### config.mk
export PLATFORM = sky130hd
export DESIGN_NAME = calendar_clock
export DESIGN_NICKNAME = d
export VERILOG_FILES = /design/src/rtl/calendar_pkg.sv /design/src/rtl/calendar_clock_prescaler.sv /design/src/rtl/calendar_clock.sv
export SDC_FILE = /design/constraint.sdc
export NUM_CORES = 1
export LEC_CHECK = 0
export BUFFER_PORTS_ARGS = -buffer_cell sky130_fd_sc_hd__buf_4
export CORE_UTILIZATION = 25
export DETAILED_ROUTE_END_ITERATION = 12
export SYNTH_ARGS = -nofsm -noshare
export SYNTH_HDL_FRONTEND = slang
export SYNTH_SLANG_ARGS = --single-unit
export TNS_END_PERCENT = 50
### constraint.sdc
create_clock -name MAX10_CLK1_50 -period 4.49 [get_ports MAX10_CLK1_50]
set_clock_uncertainty 0.1 [all_clocks]
set_input_delay 0.449 -clock MAX10_CLK1_50 [delete_from_list [all_inputs] [get_ports MAX10_CLK1_50]]
set_output_delay 0.449 -clock MAX10_CLK1_50 [all_outputs]
set_load 0.05 [all_outputs]
### src/rtl/calendar_pkg.sv
// Shared field widths and calendar arithmetic helpers for the calendar clock.
`timescale 1ns/1ps
package calendar_pkg;

    localparam int unsigned YEAR_W  = 12;
    localparam int unsigned MONTH_W = 4;
    localparam int unsigned DAY_W   = 5;
    localparam int unsigned HOUR_W  = 5;
    localparam int unsigned MIN_W   = 6;

    // Gregorian rule: every 4th year, except centuries not divisible by 400.
    function automatic logic is_leap(input logic [YEAR_W-1:0] y);
        logic div4;
        logic div100;
        logic div400;
        div4   = (y[1:0] == 2'd0);
        div100 = ((y % 12'd100) == 12'd0);
        div400 = ((y % 12'd400) == 12'd0);
        return div4 && (!div100 || div400);
    endfunction

    // Out-of-range months fall into the default branch and report 31.
    function automatic logic [DAY_W-1:0] days_in_month(input logic [MONTH_W-1:0] month,
                                                      input logic               leap);
        logic [DAY_W-1:0] days;
        case (month)
            4'd2:                     days = leap ? 5'd29 : 5'd28;
            4'd4, 4'd6, 4'd9, 4'd11:  days = 5'd30;
            default:                  days = 5'd31;
        endcase
        return days;
    endfunction

endpackage

### src/rtl/calendar_clock_prescaler.sv
// Divides the board clock into a one-cycle tick every DIV_CONST cycles.
`timescale 1ns/1ps
module clock_prescaler #(
    parameter logic [31:0] DIV_CONST = 32'd3_000_000_000
) (
    input  logic clk,
    input  logic rst_n,
    output logic tick
);

    logic [31:0] count_q;
    logic [31:0] count_d;

    always_comb begin
        tick    = (count_q == DIV_CONST - 32'd1);
        count_d = tick ? '0 : count_q + 32'd1;
    end

    always_ff @(posedge clk or negedge rst_n) begin
        if (!rst_n) begin
            count_q <= '0;
        end else begin
            count_q <= count_d;
        end
    end

endmodule

### src/rtl/calendar_clock.sv
// Free-running minute/hour/day/month/year counter advanced by a prescaled tick.
`timescale 1ns/1ps
module calendar_clock
    import calendar_pkg::*;
#(
    parameter logic [31:0] DIV_CONST  = 32'd3_000_000_000,
    parameter logic [11:0] START_YEAR = 12'd2000
) (
    input  logic        MAX10_CLK1_50,
    input  logic        KEY,
    output logic [11:0] out_year,
    output logic [3:0]  out_month,
    output logic [4:0]  out_day,
    output logic [4:0]  out_hour,
    output logic [5:0]  out_min
);

    logic               tick;
    logic               leap;
    logic [DAY_W-1:0]   dim;

    logic [YEAR_W-1:0]  year_q,  year_d;
    logic [MONTH_W-1:0] month_q, month_d;
    logic [DAY_W-1:0]   day_q,   day_d;
    logic [HOUR_W-1:0]  hour_q,  hour_d;
    logic [MIN_W-1:0]   min_q,   min_d;

    clock_prescaler #(.DIV_CONST(DIV_CONST)) u_prescaler (
        .clk   (MAX10_CLK1_50),
        .rst_n (KEY),
        .tick  (tick)
    );

    // Nested carries let a year-end rollover update every field on one edge.
    always_comb begin
        leap    = is_leap(year_q);
        dim     = days_in_month(month_q, leap);
        year_d  = year_q;
        month_d = month_q;
        day_d   = day_q;
        hour_d  = hour_q;
        min_d   = min_q;
        if (tick) begin
            if (min_q < 6'd59) begin
                min_d = min_q + 6'd1;
            end else begin
                min_d = '0;
                if (hour_q < 5'd23) begin
                    hour_d = hour_q + 5'd1;
                end else begin
                    hour_d = '0;
                    if (day_q < dim) begin
                        day_d = day_q + 5'd1;
                    end else begin
                        day_d = 5'd1;
                        if (month_q < 4'd12) begin
                            month_d = month_q + 4'd1;
                        end else begin
                            month_d = 4'd1;
                            year_d  = year_q + 12'd1;
                        end
                    end
                end
            end
        end
    end

    always_ff @(posedge MAX10_CLK1_50 or negedge KEY) begin
        if (!KEY) begin
            year_q  <= START_YEAR;
            month_q <= 4'd1;
            day_q   <= 5'd1;
            hour_q  <= '0;
            min_q   <= '0;
        end else begin
            year_q  <= year_d;
            month_q <= month_d;
            day_q   <= day_d;
            hour_q  <= hour_d;
            min_q   <= min_d;
        end
    end

    assign out_year  = year_q;
    assign out_month = month_q;
    assign out_day   = day_q;
    assign out_hour  = hour_q;
    assign out_min   = min_q;

endmodule

=== After elaboration in Yosys (flattened, before gate mapping) ===
Cells that the tools add are included.

* Register bits: 64
* Input bits: 2
* Output and inout bits: 32
* Logic and storage cells: 46

* Mux-type cells: 7
* Reductions and logical operators: 11
* Add/sub/neg operators: 6
* Order comparisons: 4
* Bitwise logic cells: 4
* Equal/unequal tests: 6
* Div/mod/pow operators: 2

{| class="wikitable"
|+ Operators with widths
! cell !! count
|-
| $add A32 B1 Y32 const B || 1
|-
| $eq A32 B32 Y1 const B || 1
|-
| $mux W32 || 1
|-
| $logic_not A12 Y1 || 2
|-
| $add A12 B1 Y12 const B || 1
|-
| $mod A12 B7 Y12 const B || 1
|-
| $mod A12 B9 Y12 const B || 1
|-
| $add A5 B1 Y5 const B || 2
|-
| $mux W5 || 2
|-
| $eq A4 B3 Y1 const B || 2
|-
| $eq A4 B4 Y1 const B || 2
|-
| $add A6 B1 Y6 const B || 1
|-
| $lt A6 B6 Y1 const B || 1
|-
| $mux W6 || 1
|-
| $lt A5 B5 Y1 || 1
|-
| $lt A5 B5 Y1 const B || 1
|-
| $reduce_and A5 Y1 || 1
|-
| $add A4 B1 Y4 const B || 1
|-
| $eq A4 B2 Y1 const B || 1
|-
| $lt A4 B4 Y1 const B || 1
|-
| $mux W4 || 1
|-
| $not A1 Y1 || 4
|-
| $pmux W2 S2 || 1
|-
| $reduce_and A4 Y1 || 1
|-
| other kinds (8) || 8
|}

=== Longest topological paths before layout ===
* Depth after elaboration: 10
* Gate-level depth with buffers: 18
* Mapped depth without buffers: 13

=== By module ===
A second synthesis with hierarchy kept.

* Cells, all modules: 533
* Area, all modules: 4584.4 um^2

{| class="wikitable"
|+ By module, submodules not included
! module !! instances !! area an instance (um^2) !! seq. area each (um^2) !! cells each
|-
| calendar_clock || 1 || 2931.6 || 810.8 || 364
|-
| clock_prescaler || 1 || 1652.8 || 800.8 || 169
|}

=== Least setup slack after synthesis ===
No wires, ideal clock.

* Kind: reg-to-reg
* From: reg year_q[7], in the netlist out_year[7]
* To: reg month_q[0], in the netlist out_month[0]
* Period minus slack after synthesis: 4.253 ns
* Path buffers: 2
* Stages on the path, launching flop included: 16
* Required time: 4.305 ns
* Data arrival time: 4.068 ns
* Slack: 0.237 ns
* Library setup time: 0.085 ns
* Cell sequence: dfstp_2 > buf_2 > and3b_1 > mux2i_1 > or4_1 > a22o_2 > nand2_1 > a31oi_2 > xnor2_2 > buf_2 > a21oi_2 > mux2_2 > and2_1 > a31o_2 > nand3_1 > mux2_1

* Longest elaborated chain between the ends: 10
* Elaborated cells between the ends (all ways): 12
* Those cells by class: 2 x div; 1 x order compare; 2 x mux; 1 x bitwise; 6 x reduce/logical

{| class="wikitable"
|+ RTL lines
! element !! RTL line !! text
|-
| start, declared || calendar_clock.sv:22 || <nowiki>logic [YEAR_W-1:0] year_q, year_d;</nowiki>
|-
| start signal, assigned || calendar_clock.sv:76 || <nowiki>year_q <= year_d;</nowiki>
|-
| $mod A12 B7 Y12 || calendar_pkg.sv:17 || <nowiki>div100 = ((y % 12'd100) == 12'd0);</nowiki>
|-
| $logic_not A12 Y1 || calendar_pkg.sv:17 ||
|-
| $logic_not A1 Y1 || calendar_pkg.sv:19 || <nowiki>return div4 && (!div100 || div400);</nowiki>
|-
| $logic_or A1 B1 Y1 * || calendar_pkg.sv:19 ||
|-
| $logic_and A1 B1 Y1 * || calendar_pkg.sv:19 ||
|-
| $mux W1 * || calendar_pkg.sv:27 || <nowiki>4'd2: days = leap ? 5'd29 : 5'd28;</nowiki>
|-
| $pmux W2 S2 * || calendar_pkg.sv:26 || <nowiki>case (month)</nowiki>
|-
| $lt A5 B5 Y1 * || calendar_clock.sv:52 || <nowiki>if (day_q < dim) begin</nowiki>
|-
| $not A1 Y1 (no line) * || n/a ||
|-
| $reduce_and A4 Y1 (no line) * || n/a ||
|-
| end signal, assigned || calendar_clock.sv:77 || <nowiki>month_q <= month_d;</nowiki>
|-
| end, declared || calendar_clock.sv:23 || <nowiki>logic [MONTH_W-1:0] month_q, month_d;</nowiki>
|}

Mark *: on every way between the ends. The rest lies on a longest branch, timed or not.
A chain may end at the register's enable or synchronous reset.

=== Worst setup path in the final report ===
* From: reg year_q[9], in the netlist out_year[9]
* To: reg month_q[3], in the netlist out_month[3]

The elaborated chain is that of the path after synthesis.

==> impl_results.rst <==
.. list-table::
   :header-rows: 1

   * - Metric
     - Value
   * - Global placer's final weighted congestion
     - 0.863
   * - Required arrival time at the worst endpoint
     - 4.61 ns
   * - Combinational Power Share
     - 1.0%
   * - Worst r2r dst
     - out_month[3]
   * - Final Net Count
     - 616
   * - Number of clock buffers inserted by TritonCTS
     - 9
   * - Number of antenna-violating nets in the routed design
     - 0
   * - Async SR Flop Fraction
     - 100%
   * - TritonCTS Sinks
     - 64
   * - Share of power burned in registers
     - 48.2%
   * - Number of antenna repair diodes
     - 0
   * - Placeable core area
     - 18,800 sq um
   * - Clock transition at the register clock pins on the worst setup and hold paths after CTS
     - 0.06 ns
   * - Maximum cell stage delay along the critical path
     - 0.59 ns
   * - Final setup violation count
     - 0
   * - Rows
     - 50
   * - Final Max Tran Viols
     - 0
   * - Outcome
     - finished clean
   * - Start-to-end type of the worst setup path
     - flip-flop to flip-flop
   * - Fraction of final layout cells sized beyond drive strength 1
     - 23.8%
   * - Yosys reg bits
     - 64
   * - Minimum clock period after layout
     - 4.38 ns
   * - Non-filler instance count after layout
     - 842
   * - Critical Path End Type
     - flip-flop
   * - Initial cell density of the core
     - 25.6%
   * - Max-Slew Margin vs Limit
     - 45.2%
   * - Worst reg2reg setup slack
     - about 0.11 ns
   * - Highest ir drop seen on vdd
     - 160 uV
   * - Maximum number of pins on one net before global-route repair
     - 65
   * - Die outline width
     - 141 um
   * - First drt pass iteration count
     - 5
   * - Final routed wire length divided by cell count
     - around 14 um
   * - CTS tree
     - done
   * - Post-Synthesis Cell Area
     - 4810 sq um
   * - Total leakage power
     - 2.42 nW
   * - Die extent in y
     - 141 um
   * - I/O Pins
     - 34
   * - DRC violations left
     - 0
   * - Root buf cell
     - clkbuf_16
   * - Sequential-to-total area share from yosys stat
     - 33.5%
   * - Switching power as a share of total power
     - 20.9%
   * - Post-DR vias/cell
     - 5.11
   * - Top FF cell, synth
     - dfrtp_1
   * - Post-synthesis average cell area
     - 8.74 sq um
   * - Number of buffer and inverter stages on the critical path
     - 2
   * - Cell chain of the critical path
     - or4b_4 > o2111a_1 > or4_1 > a22o_4 > a22oi_4 > buf_4 > a21oi_2 > buf_4 > or2_2 > a221o_1 > o2111ai_1 > a211o_1 > nand4bb_1 > nand4_1 > mux2_1
   * - Worst min path class
     - primary input to async pin
   * - Highest clock frequency the design can meet
     - 0.229 GHz
   * - H-tree level count
     - 3
   * - Unique cell type count in the Yosys netlist
     - 92
   * - Family of cells with the greatest summed delay on the critical path
     - simple AND/OR/NAND/NOR gates
   * - Arrival time at the worst endpoint
     - 4.49 ns
   * - Via count of the routed design
     - around 4,300
   * - DIE AREA
     - ~20,000 sq um
   * - Fin Hold WS
     - 0.117 ns
   * - Maximum buffer depth of the clock tree
     - 2
   * - Global route overflow
     - 0
   * - Number of violations of the max-capacitance limit
     - 0
   * - Total global routing track utilization
     - between 10% and 20%
   * - Initial antenna violation count
     - 0
   * - Total number of yosys warnings
     - 0
   * - Worst Reg2Reg Path Length in Cells
     - 15
   * - Switching component of the power
     - 0.000251 W
   * - Most prevalent standard cell on the critical path
     - buf_4
   * - Share of the clock period used by the worst path after layout
     - 97.5%
   * - DRT Wirelength
     - 12,000 um
   * - Slowest library cell on the worst path
     - or4b_4
   * - Least-Margin Pin Slew
     - about 0.82 ns
   * - Number of flops mapped to enable cells by yosys
     - 0
   * - Type of origin of the critical path
     - flip-flop
   * - Area growth, synth to finish
     - 24.2%
   * - Total half-perimeter wirelength after legalization and detailed placement
     - between 8000 and 9000 um
   * - Synth Net Count
     - 563
   * - Maximum fanout along the worst path
     - 19
   * - Number of hold-slack violations in the final timing report
     - 0
   * - Placed instance count
     - 818
   * - Gate count after technology mapping
     - 550
   * - Clk pwr share
     - 50.9%
   * - Internal Pwr Total
     - approximately 0.00095 W
   * - Count of input and output buffers
     - 33
   * - Power Density
     - 201 nW/um^2
   * - Worst reg2reg startpoint
     - out_year[9]
   * - Number of DRC markers in iteration 0
     - 314
   * - Post-layout utilization of the core
     - 31.8%
   * - Number of global-route vias before repair
     - a little under 4,000
   * - Worst-Skew Late Latency
     - 0.33 ns
   * - Wire length of the first global-routing pass
     - 19,600 um
==> cells in the final DEF, fill, tap and decap left out, types with 5 or more instances in the layout <==
cell type  Yosys  routed
buf_4          3      70
dfrtp_1       56      56
nand2_1       56      55
o21ai_0       42      42
nor2_1        38      38
nand3_1       29      28
xnor2_1       26      25
a21oi_1       25      22
and3_1        20      20
xor2_1        15      15
nand4_1       14      14
inv_1         13      13
ha_1          11      11
clkbuf_16      0       9
nor3b_1        8       8
nor3_1        10       8
nor3_2         8       8
and2_1         6       6
a31oi_1        6       6
dfstp_2        8       6
nor2b_1        5       5
nand2b_1       6       5
mux2i_1        6       5
==> what timing repair did <==
item | CTS | global route
gates resized for setup | 0 | 35
buffers inserted | 0 | 8
hold buffers | 0 | 0
setup endpoints to repair | 0 | 19
==> cell type report <==
class	instances	area (sq um)
multi-input cells	441	3190
clock buffers	12	236
inverters	15	56.3
well taps	234	293
fillers	1943	12800
clock inverters	4	22.5
flip-flops and latches	64	1620
repair buffers	72	557
==> how the worst max path moves through the flow <==
stage / start / endpoint / slack (ns) / depth (start not counted)
3_3_place_gp: out_year[10] / out_year[8] / 0.007 / 15
6_report: out_year[9] / out_month[3] / 0.11 / 15
3_5_place_dp: out_year[10] / out_year[8] / 0.07 / 15
2_1_floorplan: out_year[7] / out_month[0] / 0.24 / 15
5_1_grt: out_year[9] / out_month[3] / -0.02 / 16
4_1_cts: out_year[10] / out_year[8] / 0.04 / 15
==> kinds of logic (layout without fill, tap and decap cells) <==
group	count (synthesis)	in the layout	share of synthesized area, %
buffers and inverters	45	103	4.32
and+or+nand+nor	229	229	26.4
AOI/OAI and AO/OA	146	146	22.2
xor gates and xnor gates	42	42	7.81
adders and majority gates	12	12	3.07
DFF	64	64	33.5
muxes	12	12	2.71
==> worst reg2reg max path: cells and delay by family (launching register included) <==
family	cells	cell delay, ns
AND/OR/NAND/NOR	5	1.67
AO/OA/AOI/OAI	7	1.32
flip-flops	1	0.54
buffers and inverters	2	0.31
multiplexers	1	0.32
==> per-stage QoR <==
stage                     TNS, ns  setup WS (ns)  power [W]  area [sq um]
after floorplan                 0          0.237   0.000588          4810
after CTS                       0         0.0441    0.00122          5690
final                           0          0.114    0.00120          5970
after detailed placement        0         0.0668   0.000600          5430
after global routing      -0.0192        -0.0192    0.00125          5970
after global placement          0        0.00721   0.000600          5430
==> cell usage after synthesis, types with 6 or more instances <==
| cell | n | area [sq um] |
|---|---|---|
| dfrtp_1 | 56 | 1400 |
| nand2_1 | 56 | 210 |
| o21ai_0 | 42 | 210 |
| nor2_1 | 38 | 143 |
| nand3_1 | 29 | 145 |
| xnor2_1 | 26 | 228 |
| a21oi_1 | 25 | 125 |
| and3_1 | 20 | 125 |
| xor2_1 | 15 | 131 |
| nand4_1 | 14 | 87.6 |
| clkbuf_1 | 13 | 48.8 |
| inv_1 | 13 | 48.8 |
| ha_1 | 11 | 138 |
| buf_2 | 10 | 50.1 |
| nor3_1 | 10 | 50.1 |
| dfstp_2 | 8 | 210 |
| nor3_2 | 8 | 80.1 |
| nor3b_1 | 8 | 60.1 |
| a31oi_1 | 6 | 37.5 |
| and2_1 | 6 | 37.5 |
| mux2i_1 | 6 | 60.1 |
| nand2b_1 | 6 | 37.5 |
==> layer usage <==
| metal | global-route usage [%] | routed length, um |
|---|---|---|
| met5 | 0 | 0 |
| met4 | 3.38 | 119 |
| met3 | 2.99 | 501 |
| met2 | 20.1 | 5780 |
| met1 | 16.0 | 5620 |
==> power groups by stage <==
stage | Combinational, W | Sequential, W | Clock [W]
after floorplan | 0.00000000112 | 0.000588 | 0
after global placement | 0.0000128 | 0.000587 | 0
after detailed placement | 0.0000127 | 0.000587 | 0
after CTS | 0.0000126 | 0.000578 | 0.000630
after global routing | 0.0000141 | 0.000577 | 0.000660
final | 0.0000115 | 0.000578 | 0.000610
==> flip-flops by register name, summed over array words and instances, names as in the netlist <==
signal               cells
out_day                  5
out_hour                 5
out_min                  6
out_month                4
out_year                12
u_prescaler.count_q     32
No activity file was read; power rests on OpenSTA's default activity.
